--- src/rtl/zx8x_sync_gen.sv ---
// ZX80/ZX81 line counter, csync, row counter, blanking and NMI/WAIT generation.
// Back-porch blank counter present only when ZX8X_SYNC_BLANK_EN is defined.
module zx8x_sync_gen #(
    parameter int CW       = 8,
    parameter int LINE_LEN = 207,
    parameter int HS_START = 16,
    parameter int HS_END   = 31,
    parameter int ROW_BITS = 3,
    parameter int BP_LEN   = 31
) (
    input  logic                clk_sys,
    input  logic                reset_n,
    input  logic                ce_cpu_n,
    input  logic                ce_pix,
    input  logic                zx81,
    input  logic                m1_n,
    input  logic                iorq_n,
    input  logic                rd_n,
    input  logic                wr_n,
    input  logic                halt_n,
    input  logic [1:0]          addr_lo,
    output logic                hsync_n,
    output logic                vsync_n,
    output logic                csync_n,
    output logic [ROW_BITS-1:0] row,
    output logic                blank,
    output logic                nmi_n,
    output logic                wait_n
);

    if (!(HS_START <= HS_END && HS_END < LINE_LEN && LINE_LEN <= (1 << CW))) begin : g_bad_cfg
        $fatal(1, "zx8x_sync_gen: need HS_START <= HS_END < LINE_LEN <= 2^CW");
    end

    localparam logic [CW-1:0] LAST  = CW'(LINE_LEN - 1);
    localparam logic [CW-1:0] HS_LO = CW'(HS_START);
    localparam logic [CW-1:0] HS_HI = CW'(HS_END);

    logic [CW-1:0] hcnt;
    logic [CW-1:0] hcnt_nxt;
    logic          hsync_nxt;
    logic          vsync_nxt;
    logic          nmi_en;
    logic          csync_q;
    logic          int_ack;
    logic          kbd_rd;
    logic          io_wr;
    logic          nmi_wr;

    assign int_ack = ~m1_n & ~iorq_n;
    assign kbd_rd  = ~iorq_n & ~rd_n & ~addr_lo[0];
    assign io_wr   = ~iorq_n & ~wr_n;
    assign nmi_wr  = zx81 & io_wr & (addr_lo[0] ^ addr_lo[1]);

    always_comb begin
        hcnt_nxt  = hcnt;
        hsync_nxt = hsync_n;
        vsync_nxt = vsync_n;
        if (ce_cpu_n) begin
            hcnt_nxt  = (int_ack || hcnt == LAST) ? '0 : hcnt + CW'(1);
            hsync_nxt = ~(hcnt_nxt >= HS_LO && hcnt_nxt <= HS_HI);
        end
        // While ZX81 NMIs are running, the CPU's port traffic must not touch vsync.
        if (!zx81 || !nmi_en) begin
            if (kbd_rd) begin
                vsync_nxt = 1'b0;
            end else if (io_wr) begin
                vsync_nxt = 1'b1;
            end
        end
    end

    always_ff @(posedge clk_sys or negedge reset_n) begin
        if (!reset_n) begin
            hcnt    <= '0;
            hsync_n <= 1'b1;
            vsync_n <= 1'b1;
            nmi_en  <= 1'b0;
            csync_q <= 1'b1;
            row     <= '0;
        end else begin
            hcnt    <= hcnt_nxt;
            hsync_n <= hsync_nxt;
            vsync_n <= vsync_nxt;
            csync_q <= csync_n;
            if (nmi_wr) begin
                nmi_en <= addr_lo[1];
            end
            if (!vsync_n) begin
                row <= '0;
            end else if (csync_q && !csync_n) begin
                row <= row + ROW_BITS'(1);
            end
        end
    end

    assign csync_n = hsync_n & vsync_n;
    assign nmi_n   = ~(zx81 & nmi_en & ~hsync_n);
    assign wait_n  = ~(zx81 & halt_n & ~nmi_n);

`ifdef ZX8X_SYNC_BLANK_EN
    localparam int BPW = (BP_LEN < 1) ? 1 : $clog2(BP_LEN + 1);
    localparam logic [BPW-1:0] BP_TOP = BPW'(BP_LEN);

    logic [BPW-1:0] bp_cnt;
    logic           csync_nxt;

    // Load on the edge where csync rises so blank has no one-cycle gap.
    assign csync_nxt = hsync_nxt & vsync_nxt;

    always_ff @(posedge clk_sys or negedge reset_n) begin
        if (!reset_n) begin
            bp_cnt <= '0;
        end else if (!csync_n && csync_nxt) begin
            bp_cnt <= BPW'(1);
        end else if (ce_pix && bp_cnt != '0) begin
            bp_cnt <= (bp_cnt == BP_TOP) ? '0 : bp_cnt + BPW'(1);
        end
    end

    assign blank = ~csync_n | (bp_cnt != '0);
`else
    localparam int unused_bp_len = BP_LEN;
    logic unused_pix;

    assign unused_pix = ce_pix;
    assign blank      = ~csync_n;
`endif

endmodule

--- config.mk ---
export PLATFORM = sky130hd
export DESIGN_NAME = zx8x_sync_gen
export DESIGN_NICKNAME = d
export VERILOG_FILES = /design/src/rtl/zx8x_sync_gen.sv
export SDC_FILE = /design/constraint.sdc
export NUM_CORES = 1
export LEC_CHECK = 0
export CELL_PAD_IN_SITES_DETAIL_PLACEMENT = 2
export CELL_PAD_IN_SITES_GLOBAL_PLACEMENT = 2
export CORE_ASPECT_RATIO = 2
export CORE_UTILIZATION = 26
export CTS_CLUSTER_DIAMETER = 60
export DETAILED_ROUTE_END_ITERATION = 6
export GPL_TIMING_DRIVEN = 0
export PLACE_DENSITY_LB_ADDON = 0.1
export SLEW_MARGIN = 20
export SYNTH_ARGS = -nofsm -noshare
export SYNTH_HDL_FRONTEND = slang
export SYNTH_SLANG_ARGS = --single-unit
export TNS_END_PERCENT = 20
--- constraint.sdc ---
create_clock -name clk_sys -period 1.41 [get_ports clk_sys]
set_input_delay 0.282 -clock clk_sys [delete_from_list [all_inputs] [get_ports clk_sys]]
set_output_delay 0.282 -clock clk_sys [all_outputs]
set_load 0.01 [all_outputs]
==> flow_summary.ini <==
[drt]
vias_per_cell = 5.54
antenna_left = 0
first_pass_iters = 4
wirelength_mm = 2.39
vias = 786
wl_per_cell_um = 16.8
drc = 0
drt_iter0_drc = 7

[floorplan]
die_h_um = 82.2
rows = 28
die_w_um = 42.1
core_area_um2 = 3010
io_pins = 21
start_util_pct = 27.8
die_area_um2 = 3460

[clock_tree]
clock_latency_ns = 0.26
cts_max_path_buffers = 2
cts_buffers = 3
cts.sinks = 15
cts_hold_buf = 0
htree_levels = 1
cts_root_buffer = clkbuf_8
cts_tree = built
clkTransAtPathRegs_ns = 0.07

[global_routing]
globalRouteMet2Util_pct = 31.3
use_met1_pct = 14.5
grt_pass1_vias = 854
grt_pass1_wl_mm = 3.96
top_usage_layer = met2
antenna_found_initial = 0
grt-ovfl-total = 0
met3_usage_pct = 2.17
grt_max_degree = 16
track_usage_pct = 15.5

[critical_path]
end_kind = register
r2r-end = hsync_n$_DFFE_PN1P_
startpoint_type = register
crit_required_ns = 1.60
slowest_delay_ns = 0.43
critical_path_class = register to register
slowest_stage = dfrtp_2
cp_max_fo = 6
critPathArrivalTime_ns = 1.78
path_buf_inv = 0
r2r_slack_ns = -0.18
r2r.worst_path.cells = 5
critPathTopFamily = simple AND/OR/NAND/NOR gates
cp_cell_sequence = ha_2, nand3_2, or3_1, o311a_1, a31oi_1
rr_startpoint = hcnt[1]$_DFFE_PN0P_

[finish]
fin_nets = 128
antenna_cells = 0
drive_above_1_share_pct = 29.5
utilization_pct = 38.8
fillers = 337
fin_area_um2 = 1170
area_growth_syn_to_layout_pct = 39.6

[place]
hpwl_mm = 1.80
port_buffers = 19
gp_congestion = 0.771
placed_cell_area_um2 = 1070

[job]
drv_cap = 0

[synth]
ys_types = 33
async_flop_share_pct = 100
synthesis.area_um2 = 837
synth_most_common_cell = dfrtp_1
synth_seq_cells = 15
synth.area.top_cells = dfrtp_1 36%, dfstp_2 9.4%, a21o_1 5.4%, ha_1 4.5%, nor3_1 3.6%
syn-num-nets = 98
synth-edff-count = 0
synth_top_area_cell = dfrtp_1
yosys_warnings = 0
synth_top_cell_area_share_pct = 35.9
yosysSeqAreaShare_pct = 45.3
syn_inst = 83
avgSynthCellArea_um2 = 10.1
ys.flop_type = dfrtp_1

[outcome]
failed_checks = setup timing
status = complete, but fails checks

[timing]
setup_ws_ns = -0.176
skew_ns = 0.00645
period_share_pct = 112
rsz0062_at_grt = true
worst_pin_slew_ns = 0.751
setup_viol = 9
timing.fmax_mhz = 631
hold_viol = 0
maxSlewViolCount = 0
layout_min_cycle_time_ns = 1.59
maxSlewHeadroom_pct = 49.8

[pwr]
powerDensity_nw_per_um2 = 990
ir_drop_v = 0.000403
power.leakage_nw = 0.529

[hold_path]
hold_class = primary input to async pin
==> worst reg2reg max path, stage by stage, from the launching register on <==
cell and delay [ns]:
dfrtp_2 0.43, ha_2 0.25, nand3_2 0.14, or3_1 0.40, o311a_1 0.13, a31oi_1 0.16
==> placed cells by master, fill, tap and decap left out, drive strengths merged, types with 2 or more instances in the layout <==
master         synthesis  final
dlygate4sd2            0      5
nor2                   5      5
dfstp                  3      3
ha                     3      3
clkbuf                 0      3
buf                    0     11
xnor2                  2      2
nand3                  2      2
a21o                   6      6
o21ai                  7      7
nor3                   6      6
inv                    6      6
nand4                  2      2
nor2b                  2      2
mux2i                  2      2
dfrtp                 12     12
and2                   2      2
nand2                  6      6
clkdlybuf4s50          0      9
a31oi                  2      2
==> cell type report <==
cell class | count | area, µm² | share of cell area [%]
multi-input combinational | 62 | 477 | 40.8
clock buffer | 3 | 41.3 | 3.53
inverter | 6 | 22.5 | 1.93
timing repair buffer | 25 | 204 | 17.5
clock inverter | 1 | 5.00 | 0.428
sequential | 15 | 382 | 32.7
tap | 30 | 37.5 | 3.21
==> kinds of logic after synthesis <==
family	after synthesis	share of synthesized area, %
muxes	2	2.39
and+or+nand+nor	30	19.7
adders and majority gates	3	4.48
DFF	15	45.3
AOI/OAI and AO/OA	24	22.3
xor gates and xnor gates	3	3.14
buffers and inverters	6	2.69
==> sequential cells by signal (all words and copies together), names as in the netlist <==
register,count
vsync_n,1
csync_q,1
nmi_en,1
hcnt,8
hsync_n,1
row,3
==> worst max path at each step <==
stage | start | depth (start not counted) | endpoint | slack, ns
after floorplan | hcnt[1]$_DFFE_PN0P_ | 5 | hsync_n$_DFFE_PN1P_ | -0.02
after global placement | zx81 | 3 | wait_n | -0.31
after detailed placement | zx81 | 3 | wait_n | -0.32
after CTS | hcnt[1]$_DFFE_PN0P_ | 5 | hsync_n$_DFFE_PN1P_ | -0.21
after global routing | hcnt[1]$_DFFE_PN0P_ | 5 | hsync_n$_DFFE_PN1P_ | -0.26
final | hcnt[1]$_DFFE_PN0P_ | 5 | hsync_n$_DFFE_PN1P_ | -0.18
==> power by group <==
part	leakage (nW)	total, W	switching [W]	internal [W]
clock network	0.0255	0.000366	0.000169	0.000196
registers	0.188	0.000553	0.0000681	0.000485
logic	0.316	0.000238	0.000110	0.000128
total	0.529	0.00116	0.000348	0.000809
==> per-stage QoR <==
stage	setup slack [ns]	instances	TNS [ns]	hold WS [ns]	power (W)
2_1_floorplan	-0.0189	83	-0.0682	-0.0136	0.000641
5_1_grt	-0.261	142	-1.74	0.506	0.00122
3_3_place_gp	-0.305	132	-2.41	0.513	0.000764
6_report	-0.176	142	-0.949	0.464	0.00116
3_5_place_dp	-0.324	132	-2.54	0.529	0.000771
4_1_cts	-0.208	139	-1.15	0.490	0.00115
==> what timing repair did <==
action	in CTS	in global routing
setup endpoints to repair	17	12
pin swaps	3	6
buffers inserted	3	3
resized for setup	28	12
==> per-layer routing <==
layer / up-vias / part of all wire (%) / routed length (µm)
li1: 367 / - / -
met1: 389 / 34 / 821
met2: 25 / 58 / 1400
met3: 5 / 4.8 / 114
met4: 0 / 2.5 / 59
met5: - / 0 / 0
Note: power is estimated with default switching activity, not from simulation.
